## src/rtl/alu_cmd_requester.sv

```systemverilog
// Command FIFO plus start/ready handshake initiator for the sequential ALU.
// Issues queued operations one at a time and returns each result (or a timeout) downstream.
module alu_cmd_requester #(
  parameter int unsigned WIDTH   = 4,
  parameter int unsigned DEPTH   = 4,
  parameter int unsigned TIMEOUT = 16
) (
  input  logic             clk,
  input  logic             rst,
  input  logic             cmd_valid,
  output logic             cmd_ready,
  input  logic [WIDTH-1:0] cmd_a,
  input  logic [WIDTH-1:0] cmd_b,
  input  logic [1:0]       cmd_sel,
  output logic [WIDTH-1:0] alu_a,
  output logic [WIDTH-1:0] alu_b,
  output logic [1:0]       alu_sel,
  output logic             alu_start,
  input  logic [WIDTH-1:0] alu_result,
  input  logic             alu_ready,
  output logic             rsp_valid,
  input  logic             rsp_ready,
  output logic [WIDTH-1:0] rsp_data,
  output logic [1:0]       rsp_sel,
  output logic             rsp_err,
  output logic             busy,
  output logic [7:0]       err_count
);
  localparam int unsigned PTR_W = (DEPTH > 1) ? $clog2(DEPTH) : 1;
  localparam int unsigned CNT_W = $clog2(DEPTH + 1);
  localparam int unsigned TMO_W = $clog2(TIMEOUT + 1);
  localparam int unsigned CMD_W = 2 * WIDTH + 2;

  typedef enum logic [1:0] {S_IDLE, S_ISSUE, S_WAIT, S_RESP} state_t;

  state_t           state, state_d;
  logic [CMD_W-1:0] mem [DEPTH];
  logic [CMD_W-1:0] head;
  logic [PTR_W-1:0] wr_ptr, rd_ptr;
  logic [CNT_W-1:0] count;
  logic             push, pop;
  logic             ready_q;
  logic [TMO_W-1:0] tmo, tmo_d;
  logic [WIDTH-1:0] alu_a_d, alu_b_d, rsp_data_d;
  logic [1:0]       alu_sel_d, rsp_sel_d;
  logic             alu_start_d, rsp_valid_d, rsp_err_d, busy_d;
  logic [7:0]       err_count_d;

  // Acceptance depends only on registered occupancy; a full FIFO refuses even on a same-cycle pop.
  assign cmd_ready = (count != CNT_W'(DEPTH));
  assign push      = cmd_valid && cmd_ready;
  assign head      = mem[rd_ptr];

  always_ff @(posedge clk) begin
    if (push) mem[wr_ptr] <= {cmd_sel, cmd_b, cmd_a};
  end

  always_ff @(posedge clk or negedge rst) begin
    if (!rst) begin
      wr_ptr <= '0;
      rd_ptr <= '0;
      count  <= '0;
    end else begin
      if (push) wr_ptr <= wr_ptr + PTR_W'(1);
      if (pop)  rd_ptr <= rd_ptr + PTR_W'(1);
      case ({push, pop})
        2'b10:   count <= count + CNT_W'(1);
        2'b01:   count <= count - CNT_W'(1);
        default: ;
      endcase
    end
  end

  always_ff @(posedge clk or negedge rst) begin
    if (!rst) begin
      state     <= S_IDLE;
      ready_q   <= 1'b0;
      tmo       <= '0;
      alu_a     <= '0;
      alu_b     <= '0;
      alu_sel   <= '0;
      alu_start <= 1'b0;
      rsp_valid <= 1'b0;
      rsp_data  <= '0;
      rsp_sel   <= '0;
      rsp_err   <= 1'b0;
      busy      <= 1'b0;
      err_count <= '0;
    end else begin
      state     <= state_d;
      ready_q   <= alu_ready;
      tmo       <= tmo_d;
      alu_a     <= alu_a_d;
      alu_b     <= alu_b_d;
      alu_sel   <= alu_sel_d;
      alu_start <= alu_start_d;
      rsp_valid <= rsp_valid_d;
      rsp_data  <= rsp_data_d;
      rsp_sel   <= rsp_sel_d;
      rsp_err   <= rsp_err_d;
      busy      <= busy_d;
      err_count <= err_count_d;
    end
  end

  // Next state and next values of every registered output.
  always_comb begin
    state_d     = state;
    pop         = 1'b0;
    tmo_d       = tmo;
    alu_a_d     = alu_a;
    alu_b_d     = alu_b;
    alu_sel_d   = alu_sel;
    alu_start_d = 1'b0;
    rsp_valid_d = rsp_valid;
    rsp_data_d  = rsp_data;
    rsp_sel_d   = rsp_sel;
    rsp_err_d   = rsp_err;
    err_count_d = err_count;
    busy_d      = 1'b0;
    case (state)
      S_IDLE: begin
        if (count != '0) begin
          pop                            = 1'b1;
          {alu_sel_d, alu_b_d, alu_a_d}  = head;
          alu_start_d                    = 1'b1;
          state_d                        = S_ISSUE;
        end
      end
      S_ISSUE: begin
        tmo_d   = '0;
        state_d = S_WAIT;
      end
      S_WAIT: begin
        // A completion edge on the final count takes priority over the timeout.
        if (alu_ready && !ready_q) begin
          rsp_data_d  = alu_result;
          rsp_sel_d   = alu_sel;
          rsp_err_d   = 1'b0;
          rsp_valid_d = 1'b1;
          state_d     = S_RESP;
        end else if (tmo == TMO_W'(TIMEOUT - 1)) begin
          rsp_data_d  = '0;
          rsp_sel_d   = alu_sel;
          rsp_err_d   = 1'b1;
          rsp_valid_d = 1'b1;
          if (err_count != 8'hFF) err_count_d = err_count + 8'd1;
          state_d     = S_RESP;
        end else begin
          tmo_d = tmo + TMO_W'(1);
        end
      end
      S_RESP: begin
        if (rsp_ready) begin
          rsp_valid_d = 1'b0;
          state_d     = S_IDLE;
        end
      end
      default: state_d = S_IDLE;
    endcase
    busy_d = (state_d != S_IDLE);
  end
endmodule

```

## config.mk

```make
export PLATFORM = sky130hd
export DESIGN_NAME = alu_cmd_requester
export DESIGN_NICKNAME = d
export VERILOG_FILES = /design/src/rtl/alu_cmd_requester.sv
export SDC_FILE = /design/constraint.sdc
export NUM_CORES = 1
export LEC_CHECK = 0
export BUFFER_PORTS_ARGS = -buffer_cell sky130_fd_sc_hd__clkbuf_2
export CAP_MARGIN = 20
export CORE_ASPECT_RATIO = 0.6
export CORE_MARGIN = 2
export CORE_UTILIZATION = 61
export DETAILED_ROUTE_END_ITERATION = 8
export GPL_TIMING_DRIVEN = 0
export HOLD_SLACK_MARGIN = 0.12
export PLACE_DENSITY = 0.89
export SLEW_MARGIN = 5
export SYNTH_ARGS = -nofsm -noshare
export SYNTH_HDL_FRONTEND = slang
export SYNTH_SLANG_ARGS = --single-unit
```

## constraint.sdc

```tcl
create_clock -name clk -period 4.44 [get_ports clk]
set_input_delay 0.888 -clock clk [delete_from_list [all_inputs] [get_ports clk]]
set_output_delay 0.888 -clock clk [all_outputs]
set_load 0.005 [all_outputs]
```

==> results.py, run 1 <==
metrics = {
    "run_status": {
        "outcome": "finished clean",
    },
    "detailed_routing": {
        "vias": 2058,
        "vias_per_cell": 5.53,
        "antenna_left": 0,
        "dr.pass1.iters": 4,
        "wl_per_cell_um": 17.4,
        "drcViolationCount": 0,
        "totalWireLength_um": 6480,
        "drt_iter0_drc": 128,
    },
    "yosys": {
        "synthTopCellsByCount": "dfrtp_1 (43), edfxtp_1 (40), inv_1 (13), nand2_1 (13), o21ai_0 (13)",
        "synth_fp_nets": 260,
        "netlist_instances": 228,
        "ys_ff_latch": 83,
        "ys_seq_area_share_pct": 65.3,
        "synth-edff-count": 40,
        "synth_flop_cell": "dfrtp_1",
        "synthTopCellsByArea": "edfxtp_1 (34%), dfrtp_1 (31%), mux4_2 (5.2%), ha_1 (4.3%), mux2_4 (3.4%)",
        "synthMostInstantiatedCell": "dfrtp_1",
        "synthArstFlopShare_pct": 51.8,
        "ys_warn_count": 0,
        "ys_types": 36,
        "syn_avg_cell_area_um2": 15.3,
        "synth_area_leader_cell": "edfxtp_1",
        "synth_area_um2": 3490,
        "synth_top_area_share_pct": 34.4,
    },
    "finish": {
        "layout-drive-gt1-share_pct": 31.5,
        "nets": 319,
        "areaGrowthSynthToFinish_pct": 16.4,
        "final_area_um2": 4060,
        "instances_no_fill": 372,
        "antenna_cells": 0,
        "n_fill_cell": 360,
    },
    "clocking": {
        "post_cts_buffers": 0,
        "htreeDepth": 3,
        "insertion_delay_ns": 0.35,
        "cts.repair.resized": 0,
        "clock_sinks": 83,
        "path_clk_slew_ns": 0.08,
        "ctsRootBufferMaster": "clkbuf_8",
        "clock_path_buffers": 2,
        "hold_buffers": 0,
        "cts_tree": "done",
        "numCtsBuffers": 9,
    },
    "pwr": {
        "power-per-cell-area_nw_per_um2": 642,
        "ir_drop_uv": 369,
        "p_leak_uw": 0.00175,
    },
    "floorplan": {
        "core_um2": 5540,
        "io_pins": 48,
        "die_width_um": 102,
        "dieArea_um2": 6360,
        "die_h_um": 62.6,
        "num_rows": 21,
        "start_util_pct": 62.9,
    },
    "sta": {
        "rsz0062_at_grt": "false",
        "fin_worst_skew_ns": 0.00457,
        "fmax_mhz": 423,
        "whs_ns": 0.403,
        "fin_crit_ns": 2.36,
        "hold_violations": 0,
        "drv_slew": 0,
        "finalCritPeriodShare_pct": 53.2,
        "relSlewSlack_pct": 62.6,
        "tns_ns": 0,
        "worst_slew_pin_slew_ns": 0.561,
        "setup_viol": 0,
        "timing.final.ws_setup_ns": 2.08,
    },
    "place": {
        "place_area_um2": 3820,
        "io_buffers": 47,
        "place.gp.congestion": 0.878,
        "detailed_place_hpwl_um": 4430,
        "place_worst_setup_slack_ns": 2.09,
        "dp_cells": 355,
    },
    "worst_setup_path": {
        "cpMaxStageDelayCell": "dfrtp_1",
        "critPathCaptureType": "flip-flop",
        "crit_chain": "inv_1 > ha_1 > nand2b_1 > inv_2 > buf_4 > ha_1 > inv_1 > fa_1 > xor2_1 > nor2_1 > xor2_1",
        "critPathKind": "flip-flop to flip-flop",
        "start_kind": "flip-flop",
        "crit_arrival_ns": 2.64,
        "slowest_delay_ns": 0.41,
        "worstPathRequired_ns": 4.72,
        "cp_max_fo": 11,
    },
    "job": {
        "drv_cap": 0,
    },
    "global_route": {
        "antenna_found_initial": 0,
        "grt.total_usage_pct": 22.4,
        "grt_pass1_vias": 2042,
        "grt_max_degree": 44,
        "gr-total-overflow": 0,
        "grt_pass1_wl_um": 10400,
    },
    "min_path": {
        "hold_class": "primary input to asynchronous set/reset pin",
    },
}
layer usage:
metal	share of wire, %	track usage (%)	vias up
li1	-	-	960
met4	1.4	7.09	0
met1	43	30.5	1018
met2	48	34.6	68
met3	7.1	7.49	12
met5	0	0	-
registers in the layout (all words and copies together) (netlist names), 2 cells and up:
signal,count
state,2
alu_sel,2
rsp_sel,2
err_count,8
alu_a,4
alu_b,4
tmo,5
rd_ptr,2
count,3
mem,40
rsp_data,4
wr_ptr,2
final timing paths:
kind / start / to / slack [ns] / cells past startpoint
max in group asynchronous: rst / rsp_data[0]$_DFFE_PN0P_ / 3.56 / 2
setup / recovery: state[0]$_DFF_PN0_ / count[2]$_DFFE_PN0P_ / 2.08 / 11
hold reg to reg: rsp_sel[0]$_DFFE_PN0P_ / rsp_sel[0]$_DFFE_PN0P_ / 0.49 / 2
min in group clk: rsp_sel[0]$_DFFE_PN0P_ / rsp_sel[0]$_DFFE_PN0P_ / 0.49 / 2
setup reg to reg: state[0]$_DFF_PN0_ / count[2]$_DFFE_PN0P_ / 2.08 / 11
hold / removal: rst / alu_a[1]$_DFFE_PN0P_ / 0.40 / 1
through the flow:
stage               total power (µW)  util, %
detailed placement              2020     68.9
floorplan                       1750        -
global placement                1960     68.9
global route                    2760     73.2
finish                          2610     73.2
CTS                             2610     72.9
cell usage in the layout, fill, tap and decap left out, drive strengths merged, types with 3 or more instances in the layout:
cell and n:
edfxtp 40, mux2 13, a22o 5, xnor2 7, nor2 7, dfrtp 43, a21oi 4, and3 5
nand3 8, ha 12, o21ai 14, mux4 10, nand2 13, and2 3, inv 14, buf 6
xor2 3, clkbuf 58, nor3 5
critical path, delay by kind of cell (launching register included):
kind                       cells  cell delay, ns
adders and majority gates      3            0.80
buffers and inverters          4            0.56
DFF                            1            0.41
xor gates and xnor gates       2            0.29
and+or+nand+nor                2            0.23
kinds of logic (layout without fill, tap and decap cells):
kind of cell	count (synthesis)	after routing	synth area share, %
AO/OA/AOI/OAI	28	28	4.92
adder cells (fa/ha/maj)	13	13	4.88
AND/OR/NAND/NOR	50	50	7.61
flip-flops	83	83	65.3
buffers and inverters	19	83	2.48
multiplexers	25	25	12.3
XOR/XNOR	10	10	2.51
report_power, final:
| part | internal, µW | switching [µW] | leakage (µW) |
|---|---|---|---|
| Sequential | 1030 | 124 | 0.000899 |
| Combinational | 440 | 429 | 0.000740 |
| Clock | 329 | 255 | 0.000107 |
layout make-up:
type / count / area (µm²) / share of cell area (%)
Timing Repair Buffer: 48 / 255 / 6.29
Multi-Input combinational cell: 126 / 1120 / 27.7
Buffer: 5 / 33.8 / 0.832
Sequential cell: 83 / 2280 / 56.1
Clock inverter: 5 / 76.3 / 1.88
Tap cell: 80 / 100 / 2.47
Inverter: 14 / 52.6 / 1.29
Clock buffer: 11 / 141 / 3.48
Note: power is estimated with default switching activity, not from simulation.
==> run 2: changes to the inputs <==
--- a/config.mk
+++ b/config.mk
@@ -5,15 +5,16 @@
 export SDC_FILE = /design/constraint.sdc
 export NUM_CORES = 1
 export LEC_CHECK = 0
+export ABC_AREA = 1
 export BUFFER_PORTS_ARGS = -buffer_cell sky130_fd_sc_hd__clkbuf_2
 export CAP_MARGIN = 20
 export CORE_ASPECT_RATIO = 0.6
 export CORE_MARGIN = 2
-export CORE_UTILIZATION = 61
+export CORE_UTILIZATION = 52
 export DETAILED_ROUTE_END_ITERATION = 8
 export GPL_TIMING_DRIVEN = 0
 export HOLD_SLACK_MARGIN = 0.12
-export PLACE_DENSITY = 0.89
+export PLACE_DENSITY = 0.81
 export SLEW_MARGIN = 5
 export SYNTH_ARGS = -nofsm -noshare
 export SYNTH_HDL_FRONTEND = slang
==> constraint.sdc (replaced) <==
create_clock -name clk -period 2.1 [get_ports clk]
set_input_delay 0.42 -clock clk [delete_from_list [all_inputs] [get_ports clk]]
set_output_delay 0.42 -clock clk [all_outputs]
set_load 0.005 [all_outputs]
==> results.py, run 2 <==
metrics = {
    "finish": {
        "antenna_cells": 0,
        "largest_reg_flops": 40,
        "areaGrowthSynthToFinish_pct": 20.1,
        "nets": 476,
        "layout_commonest_cell": "nand2_1",
        "layout-drive-gt1-share_pct": 23.4,
        "top_register": "mem",
        "instances_no_fill": 536,
        "layout.cells.most_common_list": "nand2_1 (106), nor2_1 (53), clkbuf_2 (47)",
        "largestRegisters": "mem: 40 flops, err_count: 8 flops, tmo: 5 flops",
    },
    "pwr": {
        "p_sw_uw": 2290,
        "power-per-cell-area_nw_per_um2": 1370,
        "ir_drop_uv": 596,
        "combPwrFrac_pct": 36.0,
        "p_sw_share_pct": 37.3,
        "p_leak_uw": 0.00212,
        "clock_power_share_pct": 24.8,
        "intPower_uw": 3840,
        "power_frac_seq_pct": 39.1,
    },
    "floorplan": {
        "dieArea_um2": 7860,
        "start_util_pct": 54.7,
        "die_h_um": 69.5,
        "io_pins": 48,
        "num_rows": 23,
        "core_um2": 6790,
        "die_width_um": 113,
    },
    "global_route": {
        "grt_pass1_vias": 2659,
        "antenna_found_initial": 0,
        "grt_pass1_wl_um": 12700,
        "grt_max_degree": 44,
        "gr-total-overflow": 0,
        "grt.total_usage_pct": 21.1,
    },
    "worst_setup_path": {
        "rr_worst_depth": 11,
        "crit_arrival_ns": 2.25,
        "endpoint": "count[2]$_DFFE_PN0P_",
        "critPathKind": "flip-flop to flip-flop",
        "crit_chain": "inv_2 > ha_1 > nand2_2 > inv_2 > buf_6 > ha_1 > inv_1 > fa_2 > a21oi_1 > nand2_2 > xor2_1",
        "worstReg2RegStart": "state[0]$_DFF_PN0_",
        "critPathCaptureType": "flip-flop",
        "worstSetupStartpoint": "state[0]$_DFF_PN0_",
        "cp_max_fo": 4,
        "r2r_end": "count[2]$_DFFE_PN0P_",
        "reg2reg_setup_slack_ns": 0.07,
        "cpMaxStageDelayCell": "dfrtp_1",
        "slowest_delay_ns": 0.40,
        "worstPathRequired_ns": 2.33,
        "start_kind": "flip-flop",
    },
    "detailed_routing": {
        "vias": 2741,
        "wl_per_cell_um": 14.8,
        "drt_iter0_drc": 173,
        "vias_per_cell": 5.11,
        "dr.pass1.iters": 6,
        "antenna_left": 0,
        "totalWireLength_um": 7940,
        "drcViolationCount": 2,
    },
    "run_status": {
        "violations": "design-rule violations",
        "outcome": "finished with violations",
    },
    "place": {
        "io_buffers": 47,
        "detailed_place_hpwl_um": 5150,
        "dp_cells": 510,
        "place.gp.congestion": 0.805,
    },
    "sta": {
        "fmax_mhz": 493,
        "whs_ns": 0.237,
        "worst_slew_pin_slew_ns": 1.04,
        "fin_crit_ns": 2.03,
        "drv_slew": 0,
        "setup_viol": 0,
        "rsz0062_at_grt": "false",
        "hold_violations": 0,
        "tns_ns": 0,
        "fin_worst_skew_ns": 0.00865,
        "finalCritPeriodShare_pct": 96.5,
        "relSlewSlack_pct": 30.6,
    },
    "yosys": {
        "synthMostInstantiatedCell": "nand2_1",
        "ys_ff_latch": 83,
        "synth_top_area_share_pct": 32.3,
        "syn_avg_cell_area_um2": 9.88,
        "netlist_instances": 376,
        "synthTopCellsByCount": "nand2_1 (108), nor2_1 (53), dfrtp_1 (43)",
        "ys_types": 29,
        "synth_fp_nets": 408,
        "synthArstFlopShare_pct": 51.8,
        "synth_area_leader_cell": "edfxtp_1",
        "ys_seq_area_share_pct": 61.3,
        "synth_area_um2": 3710,
        "synth_flop_cell": "dfrtp_1",
        "synthTopCellsByArea": "edfxtp_1 (32%), dfrtp_1 (29%), nand2_1 (11%), nor2_1 (5.4%), ha_1 (4.0%)",
        "synth-edff-count": 40,
        "ys_warn_count": 0,
    },
    "clocking": {
        "insertion_delay_ns": 0.34,
        "cts_tree": "done",
        "htreeDepth": 3,
        "path_clk_slew_ns": 0.07,
        "clock_path_buffers": 2,
        "ctsRootBufferMaster": "clkbuf_16",
        "numCtsBuffers": 9,
        "clock_sinks": 83,
    },
    "min_path": {
        "hold_class": "primary input to flip-flop",
    },
    "job": {
        "drv_cap": 0,
    },
}
-- run 2: worst max-delay path, delay by kind of cell (launching register included) --
kind	cells	cell delay, ns
adder cells (fa/ha/maj)	3	0.62
flip-flops	1	0.40
buffers and inverters	4	0.31
AO/OA/AOI/OAI	1	0.23
AND/OR/NAND/NOR	2	0.18
XOR/XNOR	1	0.16
-- run 2: repair_timing --
item | CTS | global route
hold buffers | 0 | 1
endpoints found under the hold margin | 0 | 16
buffers inserted | 4 | 4
cloned | 0 | 0
pin swaps | 0 | 2
setup endpoints to repair | 1 | 1
gates resized for setup | 5 | 4
-- run 2: worst min path at each step --
stage	startpoint	end	cells after the start
final	alu_ready	ready_q$_DFF_PN0_	1
after global routing	alu_ready	ready_q$_DFF_PN0_	1
after CTS	alu_ready	ready_q$_DFF_PN0_	1
after detailed placement	alu_b[3]$_DFFE_PN0P_	alu_b[3]$_DFFE_PN0P_	2
after global placement	alu_b[3]$_DFFE_PN0P_	alu_b[3]$_DFFE_PN0P_	2
after floorplan	rst	alu_a[0]$_DFFE_PN0P_	0
-- run 2: cells by family after synthesis --
group                      synth area share, %
adders and majority gates                 4.58
DFF                                       61.3
and+or+nand+nor                           22.7
xor gates and xnor gates                  1.89
buffers and inverters                     4.58
AOI/OAI and AO/OA                         4.95
-- run 2: final cells by class --
cell class,count,area (µm²)
Sequential cell,83,2280
Multi-Input combinational cell,252,1280
Clock buffer,9,225
Clock inverter,7,70.1
Buffer,9,52.6
Timing Repair Buffer,57,325
Tap cell,87,109
Fill cell,508,2330
Inverter,32,121
-- run 2: through the flow --
step / util (%) / total power [µW] / setup slack [ns] / cell area [µm²]
floorplan: - / 3740 / 0.00197 / 3710
global placement: 59.7 / 4330 / -0.179 / 4060
detailed placement: 59.7 / 4430 / -0.263 / 4060
CTS: 64.6 / 6070 / 0.0424 / 4390
global route: 65.7 / 6540 / 0.0240 / 4460
finish: 65.7 / 6130 / 0.0734 / 4460
-- run 2: power groups by stage --
stage	clock network [µW]	registers, µW	logic (µW)
after floorplan	0	2390	1350
after global placement	0	2410	1930
after detailed placement	0	2420	2010
after CTS	1540	2400	2130
after global routing	1600	2440	2490
final	1520	2400	2210
-- run 2: metal layers --
layer  global-route usage (%)  wire length [µm]  vias up
met5                        0                 0        -
met3                     5.77               545        9
met1                     28.7              3560     1290
li1                         -                 -     1351
met2                     32.5              3740       91
met4                     7.99                89        0
==> run 3: changes to the inputs <==
--- a/config.mk
+++ b/config.mk
@@ -10,11 +10,11 @@
 export CAP_MARGIN = 20
 export CORE_ASPECT_RATIO = 0.6
 export CORE_MARGIN = 2
-export CORE_UTILIZATION = 52
+export CORE_UTILIZATION = 36
 export DETAILED_ROUTE_END_ITERATION = 8
 export GPL_TIMING_DRIVEN = 0
 export HOLD_SLACK_MARGIN = 0.12
-export PLACE_DENSITY = 0.81
+export PLACE_DENSITY = 0.61
 export SLEW_MARGIN = 5
 export SYNTH_ARGS = -nofsm -noshare
 export SYNTH_HDL_FRONTEND = slang
==> results.py, run 3 (same netlist as run 2, synthesis figures left out) <==
metrics = {
    "run_status": {
        "outcome": "finished clean",
    },
    "finish": {
        "final_util_pct": 45.6,
        "areaGrowthSynthToFinish_pct": 22.1,
        "layout.cells.most_common_list": "nand2_1 (107), nor2_1 (52), clkbuf_2 (47)",
        "instances_no_fill": 583,
        "top_register": "mem",
        "n_fill_cell": 974,
        "largestRegisters": "mem: 40 flops, err_count: 8 flops, tmo: 5 flops",
        "layout-drive-gt1-share_pct": 23.2,
        "nets": 475,
        "antenna_cells": 0,
        "largest_reg_flops": 40,
        "layout_commonest_cell": "nand2_1",
    },
    "pwr": {
        "combPwrFrac_pct": 35.6,
        "p_sw_share_pct": 36.0,
        "ir_drop_uv": 599,
        "p_leak_uw": 0.00211,
        "p_sw_uw": 2230,
        "power_frac_seq_pct": 38.9,
        "power-per-cell-area_nw_per_um2": 1360,
        "clock_power_share_pct": 25.6,
        "intPower_uw": 3950,
    },
    "floorplan": {
        "dieArea_um2": 11200,
        "start_util_pct": 37.3,
        "die_h_um": 82.7,
        "num_rows": 28,
        "core_um2": 9950,
        "die_width_um": 135,
        "io_pins": 48,
    },
    "place": {
        "dp_cells": 559,
        "io_buffers": 47,
        "detailed_place_hpwl_um": 5360,
        "place.gp.congestion": 0.754,
    },
    "clocking": {
        "clock_path_buffers": 2,
        "clock_sinks": 83,
        "insertion_delay_ns": 0.34,
        "path_clk_slew_ns": 0.06,
        "cts_tree": "done",
        "htreeDepth": 3,
        "ctsRootBufferMaster": "clkbuf_16",
        "numCtsBuffers": 9,
    },
    "sta": {
        "fmax_mhz": 499,
        "relSlewSlack_pct": 32.9,
        "fin_crit_ns": 2.00,
        "setup_viol": 0,
        "whs_ns": 0.233,
        "fin_worst_skew_ns": 0.00454,
        "worst_slew_pin_slew_ns": 1.00,
        "drv_slew": 0,
        "finalCritPeriodShare_pct": 95.5,
        "hold_violations": 0,
    },
    "worst_setup_path": {
        "start_kind": "flip-flop",
        "worstPathRequired_ns": 2.36,
        "crit_arrival_ns": 2.26,
        "critPathCaptureType": "flip-flop",
        "critPathKind": "flip-flop to flip-flop",
        "rr_worst_depth": 11,
        "cp_max_fo": 4,
    },
    "detailed_routing": {
        "drt_iter0_drc": 156,
        "drcViolationCount": 0,
        "totalWireLength_um": 7700,
        "vias_per_cell": 4.48,
        "wl_per_cell_um": 13.2,
        "vias": 2614,
        "antenna_left": 0,
        "dr.pass1.iters": 4,
    },
    "min_path": {
        "hold_class": "primary input to flip-flop",
        "hold_depth": 1,
    },
    "global_route": {
        "grt_pass1_wl_um": 12500,
        "grt.total_usage_pct": 15.1,
        "grt_max_degree": 34,
        "grt_pass1_vias": 2478,
        "gr-total-overflow": 0,
        "antenna_found_initial": 0,
    },
    "job": {
        "drv_cap": 0,
    },
}
[run 3: layout make-up]
| cell class | count | area (µm²) | area share [%] |
|---|---|---|---|
| timing repair buffer | 56 | 318 | 7.01 |
| sequential | 83 | 2280 | 50.2 |
| inverter | 32 | 121 | 2.68 |
| buffer | 9 | 52.6 | 1.16 |
| clock inverter | 7 | 75.1 | 1.66 |
| tap | 135 | 169 | 3.73 |
| multi-input combinational | 252 | 1300 | 28.6 |
| clock buffer | 9 | 225 | 4.97 |
[run 3: worst max-delay path, stage by stage, from the launching register on]
cell	delay, ns
dfrtp_1	0.42
inv_2	0.10
ha_4	0.14
nand2_4	0.06
inv_2	0.07
buf_6	0.10
ha_1	0.13
inv_1	0.06
fa_2	0.33
or2_2	0.30
nand2_1	0.09
xor2_1	0.14
[run 3: per-stage QoR]
stage,setup slack (ns),power (µW),setup TNS (ns),area (µm²)
2_1_floorplan,0.00197,3740,0,3710
3_3_place_gp,-0.228,4380,-0.228,4120
3_5_place_dp,-0.242,4450,-0.242,4140
4_1_cts,0.0123,6120,0,4470
5_1_grt,-0.00938,6650,-0.00938,4530
6_report,0.0952,6170,0,4530
[run 3: power by group through the flow]
stage | clock network, µW | registers [µW] | logic [µW]
final | 1580 | 2400 | 2190
after global routing | 1690 | 2440 | 2520
after CTS | 1620 | 2400 | 2100
after detailed placement | 0 | 2420 | 2020
after global placement | 0 | 2410 | 1970
after floorplan | 0 | 2390 | 1350
[run 3: layer usage]
| metal | wire, µm | global-route usage, % |
|---|---|---|
| met1 | 3960 | 20.5 |
| met2 | 3270 | 23.5 |
| met3 | 347 | 4.03 |
| met4 | 114 | 5.63 |
| met5 | 0 | 0 |
[run 3: path summary, 6_finish.rpt]
path / start / end / slack (ns)
max in group asynchronous: rst / alu_b[1]$_DFFE_PN0P_ / 1.13
worst min register to register: alu_a[3]$_DFFE_PN0P_ / alu_a[3]$_DFFE_PN0P_ / 0.48
min in group asynchronous: rst / wr_ptr[1]$_DFFE_PN0P_ / 0.50
worst max-delay path: state[0]$_DFF_PN0_ / count[2]$_DFFE_PN0P_ / 0.1
worst min-delay path: alu_ready / ready_q$_DFF_PN0_ / 0.23
worst max register to register: state[0]$_DFF_PN0_ / count[2]$_DFFE_PN0P_ / 0.1
[run 3: repair_timing]
item | 4_1_cts | 5_1_grt
hold endpoints to repair | 10 | 0
gates resized for setup | 4 | 7
setup buffers | 3 | 4
pin swaps | 0 | 2
setup endpoints to repair | 1 | 1
hold buffers | 1 | 0
